===== config.mk =====
export PLATFORM = sky130hd
export DESIGN_NAME = asd_conv_arbiter
export DESIGN_NICKNAME = d
export VERILOG_FILES = /design/src/rtl/asd_conv_arbiter.sv
export SDC_FILE = /design/constraint.sdc
export NUM_CORES = 1
export LEC_CHECK = 0
export ABC_AREA = 1
export CORE_MARGIN = 5
export CORE_UTILIZATION = 37
export CTS_CLUSTER_SIZE = 28
export DETAILED_ROUTE_END_ITERATION = 12
export GPL_TIMING_DRIVEN = 0
export PLACE_DENSITY = 0.85
export SLEW_MARGIN = 20
export SYNTH_ARGS = -nofsm -noshare
export SYNTH_HDL_FRONTEND = slang
export SYNTH_SLANG_ARGS = --single-unit

===== constraint.sdc =====
create_clock -name clk -period 2.4 [get_ports clk]
set_clock_uncertainty 0.1 [all_clocks]
set_input_delay 0.72 -clock clk [delete_from_list [all_inputs] [get_ports clk]]
set_output_delay 0.72 -clock clk [all_outputs]
set_load 0.01 [all_outputs]

===== src/rtl/asd_conv_arbiter.sv =====
// ============================================================================
// Module   : asd_conv_arbiter
// Purpose  : Round-robin arbiter sharing one ASD/CSD converter among N_REQ
//            clients. Optional watchdog enabled by macro ASD_ARB_TIMEOUT_EN.
// Revision : 1.0 - initial release
// ============================================================================
`default_nettype none

module asd_conv_arbiter #(
  parameter int N_REQ   = 4,
  parameter int DATA_W  = 16,
  parameter int RES_W   = 34,
  parameter int ID_W    = 2,
  parameter int TMO_CYC = 255
) (
  input  logic                      clk,
  input  logic                      reset,
  input  logic [N_REQ-1:0]          req,
  input  logic [N_REQ*DATA_W-1:0]   req_data,
  output logic [N_REQ-1:0]          gnt,
  output logic                      conv_start,
  output logic [DATA_W-1:0]         conv_din,
  input  logic                      conv_done,
  input  logic [RES_W-1:0]          conv_dout,
  output logic                      rsp_valid,
  output logic [ID_W-1:0]           rsp_id,
  output logic [RES_W-1:0]          rsp_data,
  output logic                      busy,
  output logic                      tmo_err
);

  typedef enum logic [2:0] {
    S_IDLE  = 3'd0,
    S_ARB   = 3'd1,
    S_ISSUE = 3'd2,
    S_WAIT  = 3'd3,
    S_RESP  = 3'd4
  } state_t;

  localparam logic [ID_W:0]   c_n_req    = (ID_W+1)'(N_REQ);
  localparam logic [ID_W-1:0] c_last_id  = ID_W'(N_REQ - 1);

  if ((2**ID_W < N_REQ) || (N_REQ < 2) || (TMO_CYC < 1) || (RES_W != 2*(DATA_W+1))) begin : g_bad_cfg
    $error("asd_conv_arbiter: inconsistent parameter set");
  end

  state_t              r_state;
  logic [ID_W-1:0]     r_rr_ptr;
  logic [ID_W-1:0]     r_win_id;
  logic [DATA_W-1:0]   r_conv_din;
  logic                r_rsp_valid;
  logic [ID_W-1:0]     r_rsp_id;
  logic [RES_W-1:0]    r_rsp_data;

  logic                w_win_found;
  logic [ID_W-1:0]     w_win_id;
  logic [ID_W:0]       w_scan_sum;
  logic [ID_W-1:0]     w_scan_idx;
  logic [N_REQ-1:0]    w_win_onehot;
  logic [DATA_W-1:0]   w_sel_data;
  logic                w_issue;
  logic [ID_W-1:0]     w_next_ptr;

  // Scan downwards so the client closest to r_rr_ptr is written last and wins.
  always_comb begin
    w_win_found = 1'b0;
    w_win_id    = '0;
    w_scan_sum  = '0;
    w_scan_idx  = '0;
    for (int i = N_REQ - 1; i >= 0; i--) begin
      w_scan_sum = {1'b0, r_rr_ptr} + (ID_W+1)'(i);
      if (w_scan_sum >= c_n_req) begin
        w_scan_sum = w_scan_sum - c_n_req;
      end
      w_scan_idx = w_scan_sum[ID_W-1:0];
      if (req[w_scan_idx]) begin
        w_win_found = 1'b1;
        w_win_id    = w_scan_idx;
      end
    end
  end

  always_comb begin
    w_win_onehot = '0;
    w_sel_data   = '0;
    for (int k = 0; k < N_REQ; k++) begin
      if (r_win_id == ID_W'(k)) begin
        w_win_onehot[k] = 1'b1;
        w_sel_data      = req_data[k*DATA_W +: DATA_W];
      end
    end
  end

  // Grant is qualified by the live request so a client that drops in ISSUE gets no pulse.
  assign w_issue    = (r_state == S_ISSUE) && (|(req & w_win_onehot));
  assign w_next_ptr = (r_win_id == c_last_id) ? '0 : r_win_id + 1'b1;

  assign gnt        = w_issue ? w_win_onehot : '0;
  assign conv_start = w_issue;
  assign conv_din   = (r_state == S_ISSUE) ? w_sel_data : r_conv_din;
  assign rsp_valid  = r_rsp_valid;
  assign rsp_id     = r_rsp_id;
  assign rsp_data   = r_rsp_data;
  assign busy       = (r_state != S_IDLE);

`ifdef ASD_ARB_TIMEOUT_EN
  localparam int              c_tmo_w    = $clog2(TMO_CYC + 1);
  localparam logic [c_tmo_w-1:0] c_tmo_last = c_tmo_w'(TMO_CYC - 1);

  logic [c_tmo_w-1:0] r_tmo_cnt;
  logic               r_tmo_err;

  assign tmo_err = r_tmo_err;
`else
  assign tmo_err = 1'b0;
`endif

  always_ff @(posedge clk) begin
    if (reset) begin
      r_state     <= S_IDLE;
      r_rr_ptr    <= '0;
      r_win_id    <= '0;
      r_conv_din  <= '0;
      r_rsp_valid <= 1'b0;
      r_rsp_id    <= '0;
      r_rsp_data  <= '0;
`ifdef ASD_ARB_TIMEOUT_EN
      r_tmo_cnt   <= '0;
      r_tmo_err   <= 1'b0;
`endif
    end else begin
      r_rsp_valid <= 1'b0;
      case (r_state)
        S_IDLE: begin
          if (|req) begin
            r_state <= S_ARB;
          end
        end
        S_ARB: begin
          if (w_win_found) begin
            r_win_id <= w_win_id;
            r_state  <= S_ISSUE;
          end else begin
            r_state  <= S_IDLE;
          end
        end
        S_ISSUE: begin
          if (w_issue) begin
            r_conv_din <= w_sel_data;
            r_rr_ptr   <= w_next_ptr;
            r_state    <= S_WAIT;
`ifdef ASD_ARB_TIMEOUT_EN
            r_tmo_cnt  <= '0;
`endif
          end else begin
            r_state    <= S_ARB;
          end
        end
        S_WAIT: begin
          if (conv_done) begin
            r_rsp_data  <= conv_dout;
            r_rsp_id    <= r_win_id;
            r_rsp_valid <= 1'b1;
            r_state     <= S_RESP;
          end
`ifdef ASD_ARB_TIMEOUT_EN
          else if (r_tmo_cnt == c_tmo_last) begin
            r_rsp_data  <= '0;
            r_rsp_id    <= r_win_id;
            r_rsp_valid <= 1'b1;
            r_tmo_err   <= 1'b1;
            r_state     <= S_RESP;
          end else begin
            r_tmo_cnt   <= r_tmo_cnt + 1'b1;
          end
`endif
        end
        S_RESP: begin
          r_state <= S_IDLE;
        end
        default: begin
          r_state <= S_IDLE;
        end
      endcase
    end
  end

endmodule

`default_nettype wire


# ---- Word-level counts from Yosys, hierarchy flattened
# Cells that the tools add are included.
dict set report classes {
  addsub 8
  n_lt_le_gt_ge 8
  eq_ne 8
  mux 37
  bitwise 2
  reduce_logical 11
}
# cell count
set op_table {}
lappend op_table {{$mux 16} 5}
lappend op_table {{$mux 2} 11}
lappend op_table {{$mux 1} 13}
lappend op_table {{$lt 2x3->1 const B} 4}
lappend op_table {{$pmux 3 s4} 1}
lappend op_table {{$ge 3x3->1 const B} 3}
lappend op_table {{$bmux 1 s2} 4}
lappend op_table {{$reduce_and 2->1} 4}
lappend op_table {{$reduce_or 4->1} 2}
lappend op_table {{$sub 2x1->2 const B} 4}
lappend op_table {{$add 2x2->3 const B} 2}
lappend op_table {{$eq 3x2->1 const B} 2}
lappend op_table {{$mux 3} 2}
lappend op_table {{$and 4x4->4} 1}
lappend op_table {{$eq 2x2->1 const B} 2}
lappend op_table {{$mux 4} 1}
lappend op_table {{$ne 2x2->1 const B} 2}
lappend op_table {{$add 2x1->3 const B} 1}
lappend op_table {{$eq 3x1->1 const B} 1}
lappend op_table {{$ge 2x3->1 const B} 1}
lappend op_table {{$logic_not 3->1} 1}
lappend op_table {{$reduce_bool 3->1} 1}
lappend op_table {{$add 2x1->2 const B} 1}
lappend op_table {{$eq 2x1->1 const B} 1}
lappend op_table {{4 further kinds} 4}
dict set report word_totals {
  regBits 60
  input_bits 105
  out_inout_bits 60
  word_cells 81
}

# ---- Logic depth before layout (Yosys ltp)
dict set report logic_depth {
  word_depth 11
  ltp_mapped 12
  ltp_nobuf 11
}

# ---- Least setup slack after synthesis
# OpenSTA, ideal clock, no wires.
dict set report synth_path {
  kind {flip-flop to output port}
  startpoint {register r_win_id[0]}
  endpoint {output conv_din[0]}
  t_arrival_ps 1632
  required_time_ps 1580
  setup_slack_ps -52
  path_stages_with_launch 8
  path_buffers 2
  path_cell_list {dfxtp_1 -> inv_1 -> ha_1 -> buf_2 -> buf_2 -> o31ai_1 -> o21ai_0 -> o21ai_0}
}
dict set report synth_via {
  elab_chain_cells 6
  elab_cells_between_ends 9
  cone_classes {eq/ne: 3; mux: 5; reduce/logical: 1}
}
# element line
set synth_lines {}
lappend synth_lines {{start: declaration} 49} ;# logic [ID_W-1:0] r_win_id;
lappend synth_lines {{start signal: assignment} 141} ;# r_win_id <= w_win_id;
lappend synth_lines {{$logic_not 2->1} 87} ;# if (r_win_id == ID_W'(k)) begin
lappend synth_lines {{$mux 16 (3 in a row)} 87}
lappend synth_lines {{$mux 16 (*)} 87}
lappend synth_lines {{$mux 16 (*)} 100} ;# assign conv_din = (r_state == S_ISSUE) ? w_sel_data : r_conv_din;
lappend synth_lines {{end: declaration} 22} ;# output logic [DATA_W-1:0] conv_din,
# Mark *: on every way between the ends. The rest lies on a longest branch, timed or not.

# ---- Worst setup path in the final report
dict set report layout_path {
  startpoint {register r_win_id[0]}
  endpoint {output conv_din[11]}
}
# The elaborated chain is that of the path after synthesis.

==> impl_results.md <==
- Cts bufs inserted: 9
- Placed Cells incl. Taps: 713
- # port buffers: 163
- Yosys warns: 0
- Req. time, crit path: 1.58 ns
- H-Tree Depth: 3
- Failing checks: setup timing
- Synth Flop Type: dfxtp_1
- Pwr dens: 546 nW/um2
- Fin crit period: 3.04 ns
- Slowest cell delay on critical path: 0.38 ns
- DIE HEIGHT: 102 um
- Slew Viols, Final: 0
- Seq/Total Area, Yosys: 0.382
- Drt total wl: 15,700 um
- Layout cells sized above 1: 0.322
- Overflow left after global routing: 0
- Cell class contributing the biggest share of worst-path delay: compound AO/OA/AOI/OAI gates
- Number of synthesized flops with an enable pin: 0
- Top cells by count, synth: 75 x a21oi_1, 70 x o21ai_0, 60 x dfxtp_1, 54 x inv_1, 52 x nand2_1
- HP Class: flop to flop
- Post-synthesis cell count: 445
- Avg Cell Area, Syn: 7.07 um2
- Synth Register Bits: 60
- Drt pass-1 iters: 5
- Worst VDD drop: 0.307 mV
- GRT Total Usage: 0.250
- Synth-to-layout area growth: 94.6%
- Final core utilization: 0.742
- Placement Rows: 33
- Root buffer cell: clkbuf_8
- Sink Count: 60
- Top cells by area, synth: dfxtp_1 38%, a21oi_1 12%, o21ai_0 11%
- Initial cell density of the core: 0.381
- Worst-path clk slew: 0.07 ns
- WP buf/inv: 5
- Syn_nets: 554
- Tot Pwr: 0.00335 W
- RePlAce Congestion: 0.889
- Fmax: 329 MHz
- Largest net degree at the start of global routing: 11
- Core Area: 8260 um2
- Initial antenna violation count: 0
- Setup_tns: -9.62 ns
- Vias per cell: 5.59
- Synth top area share: 0.382
- Layout Nets: 798
- Crit path DAT: 2.22 ns
- Non-Filler Instances: 798
- Status: finished, violations left
- Largest area contributor in the netlist: dfxtp_1
- Critical path capture point type: output pin
- Initial DRC Count: 245
- # DRC: 0
- Worst path cell trace: inv_4, ha_4, buf_6, buf_8, buf_6, a21oi_4, o31ai_2, o21ai_1, o21ai_1, buf_2
- Setup crit start kind: flop
- Vias in the first global route: 4,315
- Global-route wire length before repair: 20,600 um
- Clk_lat worst skew: 0.33 ns
- Ant. Diodes: 0
- Final Hold Fails: 0
- Max cap viols: 0
- Worst path slowest cell: dfxtp_4
- Routed Antenna Nets: 0
- CTS tree: built
- Post-Layout Inst Area: 6130 um2
- Final setup vio count: 23
- Top-count cell post-synth: a21oi_1
- RSZ-0062 raised after global routing: true
- Placed cell area: 4910 um2
- Tcrit/Tclk final: 1.27
- Total number of vias: 4,462
- Critical-path maximum fanout: 6
- Die width: 102 um
- Full die area: 10,500 um2
- Critical path class: flop to output pin
- Slack of the critical path: -0.642 ns
- Longest Clk Path Bufs: 2
- # IOs: 165
- Static Leakage: 2.46 nW
- WL/cell: 19.7 um
- HPWL after DPL: 8710 um
- Netlist cell types: 30
- Mapped Area: 3150 um2
- Post-synth ARST share: 0
## final timing paths
check                                   from  cells after the start             to  slack (ns)
worst max register to register   r_win_id[0]                     17  r_conv_din[9]       -0.52
worst max-delay path             r_win_id[0]                     10   conv_din[11]       -0.64
worst min register to register  rsp_data[12]                      2   rsp_data[12]        0.34
worst min-delay path            rsp_data[12]                      2   rsp_data[12]        0.34
## registers in the layout, summed over array words and instances, names as in the netlist
signal,count
rsp_id,2
rsp_data,34
r_rr_ptr,2
r_state,3
r_conv_din,16
r_win_id,2
rsp_valid,1
## logic make-up (layout without fill, tap and decap cells)
family / after synthesis / after routing / synth area share
other cells: 1 / 1 / 0.00119
simple gates: 90 / 90 / 0.122
buf+inv: 93 / 341 / 0.133
fa+ha+maj: 4 / 4 / 0.0159
flops: 60 / 60 / 0.382
compound gates: 197 / 197 / 0.347
## worst register-to-register path, stage by stage (launching register included)
cell	delay, ns
dfxtp_4	0.40
buf_6	0.12
ha_4	0.25
buf_8	0.16
a21oi_2	0.04
o31ai_2	0.31
o21ai_2	0.11
buf_4	0.15
buf_4	0.12
buf_4	0.12
buf_4	0.13
buf_4	0.13
buf_4	0.12
buf_4	0.12
buf_4	0.13
buf_4	0.13
buf_4	0.13
a21oi_2	0.09
## power breakdown
group / leakage, nW / switching, W / internal [W] / total, W
Combinational: 1.88 / 0.000643 / 0.000734 / 0.00138
Sequential: 0.488 / 0.0000342 / 0.00104 / 0.00107
Clock: 0.0979 / 0.000400 / 0.000496 / 0.000897
Total: 2.46 / 0.00108 / 0.00227 / 0.00335
## per-layer routing
layer  wire (um)  track usage  up-vias
met1        5670        0.269     2003
met3        1730       0.0724      114
met4        1070        0.145        0
li1            -            -     1973
met2        7290        0.435      372
met5           0            0        -
## cells in the final DEF (no fill, tap or decap), drive strengths merged
master	Yosys	final
o221a	1	1
clkinvlp	0	1
nor3	1	1
ha	4	4
dlygate4sd2	0	4
dfxtp	60	60
buf	19	105
o21ai	93	93
a21oi	87	87
inv	60	61
clkbuf	14	28
nand4	2	2
nand2	52	52
bufinv	0	1
clkdlybuf4s50	0	137
o22ai	2	2
a22oi	1	1
nor2	25	25
clkinv	0	3
dlymetal6s2s	0	1
nand3	10	10
conb	1	1
o31ai	13	13
## repair_timing
action | CTS | global route
gates resized for setup | 166 | 79
endpoints found under the setup margin | 21 | 29
setup buffers | 52 | 25
pin swaps | 21 | 33
hold buffers | 0 | 0
cloned | 3 | 3
## per-stage QoR
step | hold WS, ns | worst slack [ns]
6_report | 0.344 | -0.642
3_5_place_dp | 0.335 | -0.956
3_3_place_gp | 0.330 | -0.961
4_1_cts | 0.347 | -0.385
5_1_grt | 0.356 | -0.698
2_1_floorplan | 0.368 | 0.0218
## cell type report
cell class | count | area (um2)
Buffer | 31 | 244
Clock buffer | 10 | 138
Clock inverter | 5 | 52.6
Fill cell | 505 | 2130
Inverter | 60 | 243
Multi-Input combinational cell | 292 | 1910
Sequential cell | 60 | 1210
Tap cell | 105 | 131
Timing Repair Buffer | 234 | 2200
Timing Repair inverter | 1 | 6.26
(Power assumes the default switching activity.)
